[config.mk]
export PLATFORM = sky130hd
export DESIGN_NAME = wide_add_sequencer_flat
export DESIGN_NICKNAME = d
export VERILOG_FILES = /design/src/rtl/wide_add_pkg.sv /design/src/rtl/wide_add_sequencer_if.sv /design/src/rtl/wide_add_sequencer_add_slice.sv /design/src/rtl/wide_add_sequencer.sv /design/src/flat_wrapper.sv
export SDC_FILE = /design/constraint.sdc
export NUM_CORES = 1
export LEC_CHECK = 0
export ABC_AREA = 1
export CAP_MARGIN = 40
export CORE_ASPECT_RATIO = 1.2
export CORE_UTILIZATION = 50
export DETAILED_ROUTE_END_ITERATION = 10
export PLACE_DENSITY = 0.8
export SYNTH_ARGS = -nofsm -noshare
export SYNTH_HDL_FRONTEND = slang
export SYNTH_SLANG_ARGS = --single-unit
[constraint.sdc]
create_clock -name clk -period 4 [get_ports clk]
set_clock_uncertainty 0.1 [all_clocks]
set_input_delay 0.4 -clock clk [delete_from_list [all_inputs] [get_ports clk]]
set_output_delay 0.4 -clock clk [all_outputs]
set_load 0.02 [all_outputs]
[src/rtl/wide_add_pkg.sv]
// rtl/wide_add_pkg.sv - shared types and default sizes for the wide add sequencer
package wide_add_pkg;

   localparam int DEF_DATA_WIDTH  = 8;
   localparam int DEF_NUM_BYTES   = 4;
   localparam int DEF_TOTAL_WIDTH = DEF_DATA_WIDTH * DEF_NUM_BYTES;

   typedef enum logic [1:0] {
      IDLE = 2'd0,
      RUN  = 2'd1,
      DONE = 2'd2
   } state_t;

endpackage

[src/rtl/wide_add_sequencer_if.sv]
// rtl/wide_add_sequencer_if.sv - request/result bundle; sub present when WIDE_ADD_SUB_EN is defined
interface wide_add_sequencer_if
   import wide_add_pkg::*;
#(
   parameter int DATA_WIDTH = DEF_DATA_WIDTH,
   parameter int NUM_BYTES  = DEF_NUM_BYTES
);
   logic                            start;
   logic [DATA_WIDTH*NUM_BYTES-1:0] op_a;
   logic [DATA_WIDTH*NUM_BYTES-1:0] op_b;
   logic                            carry_in;
`ifdef WIDE_ADD_SUB_EN
   logic                            sub;
`endif
   logic                            busy;
   logic                            done;
   logic [DATA_WIDTH*NUM_BYTES-1:0] sum;
   logic                            carry_out;
   logic                            overflow;

`ifdef WIDE_ADD_SUB_EN
   modport master (output start, op_a, op_b, carry_in, sub,
                   input  busy, done, sum, carry_out, overflow);
   modport slave  (input  start, op_a, op_b, carry_in, sub,
                   output busy, done, sum, carry_out, overflow);
`else
   modport master (output start, op_a, op_b, carry_in,
                   input  busy, done, sum, carry_out, overflow);
   modport slave  (input  start, op_a, op_b, carry_in,
                   output busy, done, sum, carry_out, overflow);
`endif

endinterface

[src/rtl/wide_add_sequencer_add_slice.sv]
// rtl/wide_add_sequencer_add_slice.sv - combinational DATA_WIDTH ripple slice exposing the carry into its top bit
module add_slice #(
   parameter int DATA_WIDTH = 8
) (
   input  logic [DATA_WIDTH-1:0] a,
   input  logic [DATA_WIDTH-1:0] b,
   input  logic                  cin,
   output logic [DATA_WIDTH-1:0] s,
   output logic                  cout,
   output logic                  c_msb
);
   logic [DATA_WIDTH-1:0] w_low;

   // Low bits added one bit wider so their carry-out is the carry into the MSB
   assign w_low = {1'b0, a[DATA_WIDTH-2:0]} + {1'b0, b[DATA_WIDTH-2:0]}
                + {{(DATA_WIDTH-1){1'b0}}, cin};
   assign c_msb = w_low[DATA_WIDTH-1];
   assign s     = {a[DATA_WIDTH-1] ^ b[DATA_WIDTH-1] ^ c_msb, w_low[DATA_WIDTH-2:0]};
   assign cout  = (a[DATA_WIDTH-1] & b[DATA_WIDTH-1])
                | (c_msb & (a[DATA_WIDTH-1] ^ b[DATA_WIDTH-1]));

endmodule

[src/rtl/wide_add_sequencer.sv]
// rtl/wide_add_sequencer.sv - byte-serial wide adder reusing one slice per cycle, LSB first
// Optional subtract support enabled by defining WIDE_ADD_SUB_EN.
module wide_add_sequencer
   import wide_add_pkg::*;
#(
   parameter int DATA_WIDTH = DEF_DATA_WIDTH,
   parameter int NUM_BYTES  = DEF_NUM_BYTES
) (
   input logic                  clk,
   input logic                  rst_n,
   wide_add_sequencer_if.slave  bus
);
   localparam int TOTAL_W = DATA_WIDTH * NUM_BYTES;
   localparam int IDX_W   = $clog2(NUM_BYTES);

   state_t               r_state;
   state_t               w_state_nxt;
   logic [TOTAL_W-1:0]   r_a;
   logic [TOTAL_W-1:0]   r_b;
   logic [TOTAL_W-1:0]   r_sum;
   logic [IDX_W-1:0]     r_idx;
   logic                 r_carry;
   logic                 r_carry_out;
   logic                 r_overflow;

   logic                 w_sub;
   logic                 w_last;
   logic [DATA_WIDTH-1:0] w_a_byte;
   logic [DATA_WIDTH-1:0] w_b_byte;
   logic [DATA_WIDTH-1:0] w_s;
   logic                 w_cout;
   logic                 w_c_msb;

`ifdef WIDE_ADD_SUB_EN
   assign w_sub = bus.sub;
`else
   assign w_sub = 1'b0;
`endif

   assign w_last   = (r_idx == IDX_W'(NUM_BYTES - 1));
   assign w_a_byte = r_a[r_idx*DATA_WIDTH +: DATA_WIDTH];
   assign w_b_byte = r_b[r_idx*DATA_WIDTH +: DATA_WIDTH];

   add_slice #(.DATA_WIDTH(DATA_WIDTH)) u_slice (
      .a     (w_a_byte),
      .b     (w_b_byte),
      .cin   (r_carry),
      .s     (w_s),
      .cout  (w_cout),
      .c_msb (w_c_msb)
   );

   always_ff @(posedge clk) begin
      if (!rst_n) begin
         r_state <= IDLE;
      end else begin
         r_state <= w_state_nxt;
      end
   end

   always_comb begin
      w_state_nxt = r_state;
      case (r_state)
         IDLE:    if (bus.start) w_state_nxt = RUN;
         RUN:     if (w_last) w_state_nxt = DONE;
         DONE:    w_state_nxt = IDLE;
         default: w_state_nxt = IDLE;
      endcase
   end

   always_ff @(posedge clk) begin
      if (!rst_n) begin
         r_a         <= '0;
         r_b         <= '0;
         r_sum       <= '0;
         r_idx       <= '0;
         r_carry     <= 1'b0;
         r_carry_out <= 1'b0;
         r_overflow  <= 1'b0;
      end else begin
         case (r_state)
            IDLE: begin
               if (bus.start) begin
                  // Subtract is a + ~b + 1, so the inversion happens once at latch time
                  r_a     <= bus.op_a;
                  r_b     <= w_sub ? ~bus.op_b : bus.op_b;
                  r_carry <= w_sub ? 1'b1 : bus.carry_in;
                  r_idx   <= '0;
                  r_sum   <= '0;
               end
            end
            RUN: begin
               r_sum[r_idx*DATA_WIDTH +: DATA_WIDTH] <= w_s;
               r_carry <= w_cout;
               if (w_last) begin
                  r_carry_out <= w_cout;
                  r_overflow  <= w_c_msb ^ w_cout;
               end else begin
                  r_idx <= r_idx + IDX_W'(1);
               end
            end
            default: begin
            end
         endcase
      end
   end

   assign bus.busy      = (r_state == RUN);
   assign bus.done      = (r_state == DONE);
   assign bus.sum       = r_sum;
   assign bus.carry_out = r_carry_out;
   assign bus.overflow  = r_overflow;

endmodule

[src/flat_wrapper.sv]
// flat-port wrapper written by rule: the top's interface ports become plain ports
module wide_add_sequencer_flat import wide_add_pkg::*;
#(
   parameter int DATA_WIDTH = DEF_DATA_WIDTH,
   parameter int NUM_BYTES  = DEF_NUM_BYTES
)
  (clk, rst_n, bus_start, bus_op_a, bus_op_b, bus_carry_in, bus_busy, bus_done, bus_sum, bus_carry_out, bus_overflow);
  wide_add_sequencer_if #(.DATA_WIDTH(DATA_WIDTH), .NUM_BYTES(NUM_BYTES)) bus_i ();
  input logic clk;
  input logic rst_n;
  input wire logic [$bits(bus_i.start)-1:0] bus_start;
  input wire logic [$bits(bus_i.op_a)-1:0] bus_op_a;
  input wire logic [$bits(bus_i.op_b)-1:0] bus_op_b;
  input wire logic [$bits(bus_i.carry_in)-1:0] bus_carry_in;
  output wire logic [$bits(bus_i.busy)-1:0] bus_busy;
  output wire logic [$bits(bus_i.done)-1:0] bus_done;
  output wire logic [$bits(bus_i.sum)-1:0] bus_sum;
  output wire logic [$bits(bus_i.carry_out)-1:0] bus_carry_out;
  output wire logic [$bits(bus_i.overflow)-1:0] bus_overflow;
  assign bus_i.start = bus_start;
  assign bus_i.op_a = bus_op_a;
  assign bus_i.op_b = bus_op_b;
  assign bus_i.carry_in = bus_carry_in;
  assign bus_busy = bus_i.busy;
  assign bus_done = bus_i.done;
  assign bus_sum = bus_i.sum;
  assign bus_carry_out = bus_i.carry_out;
  assign bus_overflow = bus_i.overflow;
  wide_add_sequencer #(.DATA_WIDTH(DATA_WIDTH), .NUM_BYTES(NUM_BYTES)) u_core (.clk(clk), .rst_n(rst_n), .bus(bus_i));
endmodule
---- Word-level counts from Yosys, hierarchy flattened ----
Cells that the tools add are included.
storage, ports and cells
  word-level logic and storage cells ...... 46
  bits in registers ....................... 103
  output and inout bits ................... 36
operators by class
  equality and inequality tests ........... 6
  reduce and logical (&&, ||, !) cells .... 7
  bitwise gates (word level) .............. 6
  shifts and indexed selects .............. 4
  add/subtract/negate cells ............... 4
  multiplexer cells ....................... 11
operator list
  kind                                                    number
  case mux 32 bit (2 select lines)                        1
  indexed part select 32 x 6 -> 8 bit                     2
  negation 5 -> 34 bit                                    1
  variable shift 8 x 34 -> 32 bit (first input constant)  1
  indexed part select 8 x 34 -> 32 bit                    1
  bitwise mux 32 bit                                      1
  2-to-1 mux 32 bit                                       1
  adder 7 x 7 -> 8 bit                                    1
  adder 8 x 1 -> 8 bit                                    1
  2-to-1 mux 2 bit                                        4
  case mux 2 bit (2 select lines)                         2
  AND reduction 2 bit                                     4
  equality test 2 bit (second input constant)             2
  inequality test 2 bit (second input constant)           2
  AND reduction 3 bit                                     1
  XOR 1 bit                                               3
  adder 2 x 1 -> 2 bit (second input constant)            1
  AND 1 bit                                               2
  equality test 2 x 1 -> 1 bit (second input constant)    1
  zero test 2 bit                                         1
  inequality test 2 x 1 -> 1 bit (second input constant)  1
  case mux 1 bit (2 select lines)                         1
  nonzero test 2 bit                                      1
  2-to-1 mux 1 bit                                        1
  OR 1 bit                                                1

---- Logic depth before layout (Yosys ltp) ----
Gate-level depths: netlist (run 1).
  depth in word-level cells ............... 7
  depth in mapped cells ................... 17
  mapped depth without buffers ............ 15

---- By module ----
Synthesis (run 1) repeated with hierarchy kept, for this count alone.
unflattened totals
  cell total of the unflattened synthesis .. 661
  area total of the unflattened synthesis .. 4,734.5 sq um
by module, submodules not included
  module              seq. area each (sq um)  area an instance (sq um)  times used  cells each
  wide_add_sequencer  2,062.0                 4,394.2                   1           608
  add_slice           0.0                     340.3                     1           53

---- Worst setup path after synthesis (run 1) ----
Ideal clock, no wire load.
  path kind ............................... reg-to-reg
  start point ............................. reg u_core.r_idx[0]
  end point ............................... reg u_core.r_sum[31] (netlist: u_core.bus.sum[31])
  cell stages (with the launch flop) ...... 15
  slack ................................... 1,212 ps
  period minus slack after synthesis ...... 2,788 ps
  path buffers ............................ 2
  setup time .............................. 70 ps
  arrival time ............................ 2,618 ps
  cells stage by stage .................... dfxtp_1 -> inv_1 -> buf_2 -> buf_2 -> o21ai_0 -> o22ai_1 -> ha_1 -> a21oi_1 -> o21a_1 -> nand2_1 -> fa_1 -> nand2_1 -> nor2_1 -> nand2_1 -> a21oi_1
between the ends
  cells in the longest elaborated chain, start to end .. 7
  elaborated cells on any way between the ends .. 11
  those cells by class .................... add/sub (3); shift (4); mux (2); bitwise (2)
ends and longest elaborated chain
  item                                                    RTL line                                            source
  start, declared                                         wide_add_sequencer.sv:21                            logic [IDX_W-1:0] r_idx;
  start signal, assigned                                  wide_add_sequencer.sv:99                            r_idx <= r_idx + IDX_W'(1);
  indexed part select 32 x 6 -> 8 bit (on tied branches)  wide_add_sequencer.sv:41, wide_add_sequencer.sv:42
  adder 7 x 7 -> 8 bit                                    wide_add_sequencer_add_slice.sv:15                  assign w_low = {1'b0, a[DATA_WIDTH-2:0]} + {1'b0, b[DATA_WIDTH-2:0]}
  adder 8 x 1 -> 8 bit                                    wide_add_sequencer_add_slice.sv:16                  + {{(DATA_WIDTH-1){1'b0}}, cin};
  XOR 1 bit                                               wide_add_sequencer_add_slice.sv:18                  assign s = {a[DATA_WIDTH-1] ^ b[DATA_WIDTH-1] ^ c_msb, w_low[DATA_WIDTH-2:0]};
  indexed part select 8 x 34 -> 32 bit                    wide_add_sequencer.sv:93                            r_sum[r_idx*DATA_WIDTH +: DATA_WIDTH] <= w_s;
  bitwise mux 32 bit (*)                                  wide_add_sequencer.sv:93
  case mux 32 bit (2 select lines) (*)                    wide_add_sequencer.sv:81                            case (r_state)
  end signal, assigned by index                           wide_add_sequencer.sv:93
  end, declared                                           wide_add_sequencer.sv:20                            logic [TOTAL_W-1:0] r_sum;
Every way passes the cells marked *; elsewhere a longest branch is shown, timed or not.
A chain may end at the register's enable or synchronous reset.

---- Worst setup path after layout (run 1) ----
  start point ............................. reg u_core.r_idx[1]
  end point ............................... reg u_core.r_sum[15] (netlist: u_core.bus.sum[15])
The elaborated chain is that of the path after synthesis.

==> flow_summary.ini, run 1 <==
[status]
status = complete, no violations

[setup_path]
criticalPathCategory = reg2reg
crit_required_ns = 4.20
cp.arrival_ns = 3.49
critical_path.max_fanout = 21
end_kind = register
worstSetupStartpointType = register
reg2reg_setup_slack_ns = 0.71

[global_routing]
antenna_found_initial = 0
grt_overflow = 0
grt_max_degree = 69
grt_pass1_vias = 4228
grtUsageTotal_pct = 26.6
grt_pass1_wl_mm = 19.6

[power_and_ir_drop]
p_leak_nw = 2.29
power_mw = 2.52
peakVddDrop_mv = 0.241
p_per_area_mw_per_mm2 = 432

[placed_design]
hpwl_mm = 8.71
place_congestion = 0.877
placed_area_mm2 = 0.00561
port_buffers = 103
dp_slack_ns = 0.789

[clock_tree]
htreeDepth = 3
cts.sinks = 103
cts_resized = 0
cts_tree = yes
cts_buffers = 9
clock_path_buffers = 2
cts-root-buf = clkbuf_8
postCtsSetupBuffers = 0
worstSkewPairLatency_ns = 0.37
ctsHoldBuffers = 0
clk_pin_slew_worst_paths_ns = 0.09

[layout]
fillers = 781
syn_to_final_growth_pct = 27.9
nNetsFinal = 796
layout-drive-gt1-share_pct = 4.58
final_common_cell = nor2_1
fin_area_mm2 = 0.00585
final_cell_mix = nor2_1 (169), clkdlybuf4s50_1 (103), dfxtp_1 (103)
num_antenna_cells = 0

[sta]
timing.final.crit_share_pct = 82.2
hold_viol = 0
holdWs_ns = 0.367
maxSlewViolCount = 0
rsz0062_at_grt = false
tightest_slew_ns = 0.922
setup_violations = 0
fin_tns_setup_ns = 0
min_period_ns = 3.29
setup_slack_ns = 0.714
max_slew_margin_pct = 38.3
fmax_ghz = 0.304

[synthesis]
synth_area_per_cell_um2 = 7.22
synth.yosys.warnings = 0
synth_nets = 714
ys_types = 31
synth_area_mm2 = 0.00457
yosysSeqAreaShare_pct = 45.1
syn_inst = 633
ys_ff_latch = 103

[floorplan]
die_h_um = 107
start_util_pct = 52.5
die_area_mm2 = 0.00953
die_w_um = 89.3
core.rowCount = 37
ioPinCount = 104
core_mm2 = 0.00870

[routing]
wire_per_inst_um = 13.9
drt_iter0_drc = 201
vias = 4413
drc = 0
first_pass_iters = 4
viasPerCell = 5.27
routed_wl_mm = 11.6
ant_nets = 0

[hold_path]
hp-class = reg2reg

[run]
maxCapViolCount = 0
## synthesized netlist by cell type
| cell | instances | area [um2] |
|---|---|---|
| nand2_1 | 94 | 353 |
| a32oi_1 | 2 | 17.5 |
| o21ai_0 | 93 | 465 |
| a31oi_1 | 1 | 6.26 |
| nor3_1 | 2 | 10.0 |
| fa_1 | 3 | 60.1 |
| inv_1 | 21 | 78.8 |
| nor2_1 | 169 | 634 |
| dfxtp_1 | 103 | 2060 |
| or2_1 | 1 | 6.26 |
| nand2_2 | 2 | 12.5 |
| o22ai_1 | 14 | 87.6 |
| nand4_1 | 6 | 37.5 |
| o21ai_2 | 3 | 26.3 |
| buf_4 | 8 | 60.1 |
| ha_1 | 10 | 125 |
| clkbuf_1 | 17 | 63.8 |
| and3_1 | 1 | 6.26 |
| inv_2 | 1 | 3.75 |
| inv_4 | 1 | 6.26 |
| nor2_4 | 2 | 22.5 |
| nand3_1 | 18 | 90.1 |
| a211oi_1 | 2 | 15.0 |
| a21oi_1 | 42 | 210 |
| buf_1 | 2 | 7.51 |
| nand2_4 | 2 | 22.5 |
| nor3_4 | 1 | 16.3 |
| xnor2_1 | 1 | 8.76 |
| clkbuf_2 | 4 | 20.0 |
| buf_2 | 6 | 30.0 |
| o21a_1 | 1 | 7.51 |
## logic make-up (layout without fill, tap and decap cells)
group / Yosys count / after routing / synth area share (%)
AO/OA/AOI/OAI: 158 / 158 / 18.3
adder cells (fa/ha/maj): 13 / 13 / 4.05
XOR/XNOR: 1 / 1 / 0.192
flip-flops: 103 / 103 / 45.1
AND/OR/NAND/NOR: 298 / 298 / 26.5
buffers and inverters: 60 / 147 / 5.91
## metal layers
| metal | part of all wire, % | routed length, um | up-vias | GRT usage, % |
|---|---|---|---|---|
| met5 | 0 | 0 | - | 0 |
| li1 | - | - | 2242 | - |
| met3 | 4.1 | 476 | 29 | 4.77 |
| met4 | 2.9 | 335 | 0 | 11.6 |
| met2 | 50 | 5770 | 120 | 44.8 |
| met1 | 43 | 5050 | 2022 | 32.8 |
## power by group
part	internal (mW)	total [mW]	leakage, nW	switching [mW]
logic	0.239	0.631	1.33	0.392
registers	1.09	1.13	0.846	0.0412
clock network	0.405	0.759	0.119	0.354
total	1.74	2.52	2.29	0.787
## layout make-up
| type | count | area [um2] | share of cell area (%) |
|---|---|---|---|
| multi-input cells | 470 | 2240 | 38.3 |
| clock inverters | 4 | 76.3 | 1.31 |
| inverters | 23 | 88.8 | 1.52 |
| well taps | 117 | 146 | 2.50 |
| repair buffers | 108 | 1070 | 18.3 |
| clock buffers | 12 | 165 | 2.82 |
| flip-flops and latches | 103 | 2060 | 35.3 |
## registers in the layout, indices dropped and copies added (netlist names)
signal / flops
u_core.r_b: 32
u_core.bus.sum: 32
u_core.r_carry: 1
u_core.bus.carry_out: 1
u_core.r_idx: 2
u_core.r_a: 32
u_core.r_state: 2
u_core.bus.overflow: 1
## worst paths after layout
| kind | from | endpoint | cells after the start |
|---|---|---|---|
| min | u_core.bus.sum[6] | u_core.bus.sum[6] | 2 |
| min reg2reg | u_core.bus.sum[6] | u_core.bus.sum[6] | 2 |
| max reg2reg | u_core.r_idx[1] | u_core.bus.sum[15] | 14 |
| max | u_core.r_idx[1] | u_core.bus.sum[15] | 14 |
## critical path, cell delays in order (launching register included)
cell and delay, ns:
dfxtp_1 0.31, buf_4 0.18, inv_1 0.44, o21ai_0 0.19, o22ai_1 0.20, ha_1 0.33
a21oi_1 0.20, nand2_1 0.09, nand4_1 0.09, nand2_1 0.09, fa_1 0.55, nand2_1 0.07
nor2_1 0.16, nand2_1 0.07, a21oi_1 0.12
## stage by stage
| stage | cells | utilization, % |
|---|---|---|
| 3_5_place_dp | 821 | 64.4 |
| 5_1_grt | 837 | 67.2 |
| 3_3_place_gp | 821 | 64.4 |
| 2_1_floorplan | 633 | - |
| 4_1_cts | 837 | 67.2 |
| 6_report | 837 | 67.2 |
(Power assumes the default switching activity.)
==> inputs of run 2 (changes only) <==
==> constraint.sdc (replaced) <==
create_clock -name clk -period 3.2 [get_ports clk]
set_clock_uncertainty 0.1 [all_clocks]
set_input_delay 0.32 -clock clk [delete_from_list [all_inputs] [get_ports clk]]
set_output_delay 0.32 -clock clk [all_outputs]
set_load 0.02 [all_outputs]
==> flow_summary.ini, run 2 (synthesis results as in run 1) <==
[status]
status = complete, no violations

[layout]
final_cell_mix = nor2_1 (168), clkdlybuf4s50_1 (103), dfxtp_1 (103)
fin_area_mm2 = 0.00585
seqCellArea_mm2 = 0.00206
syn_to_final_growth_pct = 27.8
layout-drive-gt1-share_pct = 5.26
num_antenna_cells = 0
multi_input_area_mm2 = 0.00225
fillers = 814
final_common_cell = nor2_1
nNetsFinal = 799

[power_and_ir_drop]
seqPwrFrac_pct = 47.8
switching_power_uw = 977
intPower_mw = 2.00
p_leak_nw = 2.28
peakVddDrop_mv = 0.302
pwr-share-comb_pct = 26.8
pwr-share-clk_pct = 25.5
p_per_area_mw_per_mm2 = 509
switching_share_pct = 32.8

[clock_tree]
cts_tree = yes
cts_resized = 0
ctsHoldBuffers = 0
worstSkewPairLatency_ns = 0.37
clk_pin_slew_worst_paths_ns = 0.09
htreeDepth = 3
cts-root-buf = clkbuf_8
postCtsSetupBuffers = 0
clock_path_buffers = 2
cts_buffers = 9
cts.sinks = 103

[routing]
vias = 4373
drc = 0
routed_wl_mm = 11.3
ant_nets = 0
viasPerCell = 5.21
drt_iter0_drc = 243
first_pass_iters = 7
wire_per_inst_um = 13.5

[global_routing]
grt_max_degree = 68
grtUsageTotal_pct = 25.3
grt_pass1_vias = 4117
antenna_found_initial = 0
grt_pass1_wl_mm = 18.9
grt_overflow = 0

[setup_path]
reg2reg_setup_slack_ns = 0.25
criticalPathCategory = reg2reg
r2r-start = u_core.r_idx[0]
end_kind = register
r2r-end = u_core.bus.sum[31]
critical_path.max_fanout = 41
cp.arrival_ns = 3.14
crit_required_ns = 3.39
r2r_cells = 13
worstSetupStartpointType = register

[sta]
max_slew_margin_pct = 59.6
hold_viol = 0
fmax_ghz = 0.339
tightest_slew_ns = 0.606
timing.final.crit_share_pct = 92.2
min_period_ns = 2.95
setup_violations = 0
maxSlewViolCount = 0
fin_tns_setup_ns = 0
rsz0062_at_grt = false

[hold_path]
min_from = u_core.bus.sum[5]
hp-class = reg2reg
whs_path_depth = 2
min_to = u_core.bus.sum[5]

[floorplan]
die_w_um = 89.3
start_util_pct = 52.5
die_h_um = 107
core.rowCount = 37
core_mm2 = 0.00870
ioPinCount = 104
die_area_mm2 = 0.00953

[run]
maxCapViolCount = 0

[placed_design]
port_buffers = 103
placed_area_mm2 = 0.00565
hpwl_mm = 8.50
place_congestion = 0.923
-- run 2: worst max-delay path, stage by stage (launching register included) --
cell	delay (ns)
dfxtp_1	0.39
buf_12	0.21
o21ai_0	0.15
o22ai_1	0.22
ha_2	0.35
a21oi_1	0.21
nand2_1	0.10
nand4_1	0.11
nand2_1	0.09
fa_1	0.53
nand2_1	0.08
nor2_2	0.12
nand2_1	0.06
a21oi_1	0.13
-- run 2: cell type report --
type                       instances  area share [%]
clock buffer                      11            2.59
clock inverter                     4           0.535
multi-input combinational        470            38.5
sequential                       103            35.3
inverter                          23            1.52
timing repair buffer             111            19.1
tap                              117            2.50
-- run 2: routing by layer --
layer	share of wire (%)	track usage, %
met3	4.1	4.39
met5	0	0
met2	50	43.2
met1	44	31.9
met4	2.5	8.39
-- run 2: power by group through the flow --
stage / combinational [mW] / clock, mW / sequential (mW)
floorplan: 0.522 / 0 / 1.44
global placement: 0.769 / 0 / 1.45
detailed placement: 0.782 / 0 / 1.45
CTS: 0.785 / 0.762 / 1.42
global route: 0.897 / 0.815 / 1.43
finish: 0.798 / 0.758 / 1.42
-- run 2: worst max path at each step --
stage,slack (ns),startpoint,cells past startpoint,to
3_5_place_dp,0.30,u_core.r_idx[0],14,u_core.bus.sum[31]
6_report,0.25,u_core.r_idx[0],13,u_core.bus.sum[31]
2_1_floorplan,0.41,u_core.r_idx[0],14,u_core.bus.sum[31]
3_3_place_gp,0.39,u_core.r_idx[0],14,u_core.bus.sum[15]
5_1_grt,0.03,u_core.r_idx[0],13,u_core.bus.sum[31]
4_1_cts,0.25,u_core.r_idx[0],14,u_core.bus.sum[31]
-- run 2: through the flow --
| stage | hold slack (ns) | util [%] | total power [mW] | setup slack [ns] | cells |
|---|---|---|---|---|---|
| after floorplan | 0.349 | - | 1.97 | 0.412 | 633 |
| after global placement | 0.352 | 65.0 | 2.22 | 0.392 | 824 |
| after detailed placement | 0.355 | 65.0 | 2.23 | 0.296 | 824 |
| after CTS | 0.368 | 67.1 | 2.97 | 0.250 | 839 |
| after global routing | 0.386 | 67.2 | 3.14 | 0.0286 | 839 |
| final | 0.368 | 67.2 | 2.98 | 0.251 | 839 |
==> inputs of run 3 (changes only) <==
--- a/config.mk
+++ b/config.mk
@@ -10,7 +10,7 @@
 export CORE_ASPECT_RATIO = 1.2
 export CORE_UTILIZATION = 50
 export DETAILED_ROUTE_END_ITERATION = 10
-export PLACE_DENSITY = 0.8
+export PLACE_DENSITY = 0.88
 export SYNTH_ARGS = -nofsm -noshare
 export SYNTH_HDL_FRONTEND = slang
 export SYNTH_SLANG_ARGS = --single-unit
==> flow_summary.ini, run 3 (synthesis results as in run 1) <==
[power_and_ir_drop]
p_per_area_mw_per_mm2 = 516
peakVddDrop_mv = 0.294
p_leak_nw = 2.30

[setup_path]
cp-startpoint = u_core.r_idx[0]
end_kind = register
cp.arrival_ns = 3.12
r2r_cells = 13
cpPeakStageDelay_ns = 0.55
crit_required_ns = 3.40
cp_top_family = adder cells
critPathBufInv = 2
reg2reg_setup_slack_ns = 0.28
r2r-end = u_core.bus.sum[15]
crit_chain = inv_1 -> buf_12 -> o21ai_0 -> o22ai_1 -> ha_1 -> a21oi_1 -> o21a_1 -> nand2_1 -> fa_1 -> nand2_1 -> nor2_1 -> nand2_1 -> a21oi_1
r2r-start = u_core.r_idx[0]
critical_path.max_fanout = 32
critPathMostFrequentCell = nand2_1
worstSetupStartpointType = register
crit_slowest_cell = fa_1
criticalPathCategory = reg2reg

[sta]
rsz0062_at_grt = false
maxSlewViolCount = 0
fmax_ghz = 0.342
timing.final.crit_share_pct = 91.4
hold_viol = 0
tightest_slew_ns = 0.635
max_slew_margin_pct = 57.7
holdWs_ns = 0.367
fin_tns_setup_ns = 0
setup_violations = 0
min_period_ns = 2.92
setup_slack_ns = 0.276

[placed_design]
place_congestion = 0.975
hpwl_mm = 8.67
dp_cells = 824
port_buffers = 103
dp_slack_ns = 0.333

[hold_path]
whs_path_depth = 2
hp-class = reg2reg
min_from = u_core.bus.sum[6]
min_to = u_core.bus.sum[6]

[clock_tree]
clock_path_buffers = 2
cts_buffers = 9
worstSkewPairLatency_ns = 0.37
cts-root-buf = clkbuf_8
cts_tree = yes
htreeDepth = 3
clk_pin_slew_worst_paths_ns = 0.09
ctsHoldBuffers = 0
cts.sinks = 103
postCtsSetupBuffers = 0

[global_routing]
grtUsageTotal_pct = 26.4
antenna_found_initial = 0
grt_pass1_vias = 4250
grt_max_degree = 68
grt_pass1_wl_mm = 19.4
grt_overflow = 0

[status]
status = complete, no violations

[floorplan]
die_h_um = 107
start_util_pct = 52.5
core.rowCount = 37
die_w_um = 89.3
core_mm2 = 0.00870
die_area_mm2 = 0.00953
ioPinCount = 104

[routing]
first_pass_iters = 5
viasPerCell = 5.28
drc = 0
routed_wl_mm = 11.6
wire_per_inst_um = 13.9
drt_iter0_drc = 334
vias = 4433
ant_nets = 0

[layout]
num_antenna_cells = 0
syn_to_final_growth_pct = 28.1
final_cells = 840
final_cell_mix = nor2_1 (169), clkdlybuf4s50_1 (103), dfxtp_1 (103)
layout-drive-gt1-share_pct = 4.84
final_common_cell = nor2_1
nNetsFinal = 799

[run]
maxCapViolCount = 0
[run 3: through the flow]
step / instance area (um2) / util (%) / power, mW
3_5_place_dp: 5670 / 65.1 / 2.24
6_report: 5860 / 67.3 / 3.02
4_1_cts: 5860 / 67.3 / 3.02
3_3_place_gp: 5670 / 65.1 / 2.23
2_1_floorplan: 4570 / - / 1.97
5_1_grt: 5860 / 67.3 / 3.20
[run 3: report_power, final]
group	switching, mW	internal (mW)
logic	0.482	0.315
clock network	0.422	0.380
registers	0.0563	1.37
[run 3: cell type report]
| type | count | area (um2) |
|---|---|---|
| Fill cell | 769 | 2840 |
| Inverter | 23 | 88.8 |
| Tap cell | 117 | 146 |
| Sequential cell | 103 | 2060 |
| Timing Repair Buffer | 111 | 1130 |
| Clock inverter | 4 | 45.0 |
| Multi-Input combinational cell | 470 | 2240 |
| Clock buffer | 12 | 145 |
[run 3: what timing repair did]
item,4_1_cts,5_1_grt
endpoints found under the hold margin,0,0
endpoints found under the setup margin,0,2
resized for setup,0,1
[run 3: worst max path at each step]
stage	depth (start not counted)	endpoint	slack [ns]
after floorplan	14	u_core.bus.sum[31]	0.41
after global placement	14	u_core.bus.sum[15]	0.40
final	13	u_core.bus.sum[15]	0.28
after detailed placement	14	u_core.bus.sum[31]	0.33
after CTS	14	u_core.bus.sum[15]	0.26
after global routing	14	u_core.bus.sum[15]	0.04
[run 3: metal layers]
layer  global-route usage [%]  up-vias  share of wire [%]
li1                         -     2248                  -
met1                     31.6     2009                 43
met2                     45.6      155                 50
met3                     5.47       21                4.8
met4                     9.75        0                2.3
met5                        0        -                  0
[run 3: worst register-to-register path: stages, from the launching register on]
cell     delay, ns
dfxtp_1       0.38
inv_1         0.10
buf_12        0.17
o21ai_0       0.16
o22ai_1       0.10
ha_1          0.37
a21oi_1       0.24
o21a_1        0.18
nand2_1       0.09
fa_1          0.55
nand2_1       0.07
nor2_1        0.14
nand2_1       0.08
a21oi_1       0.14
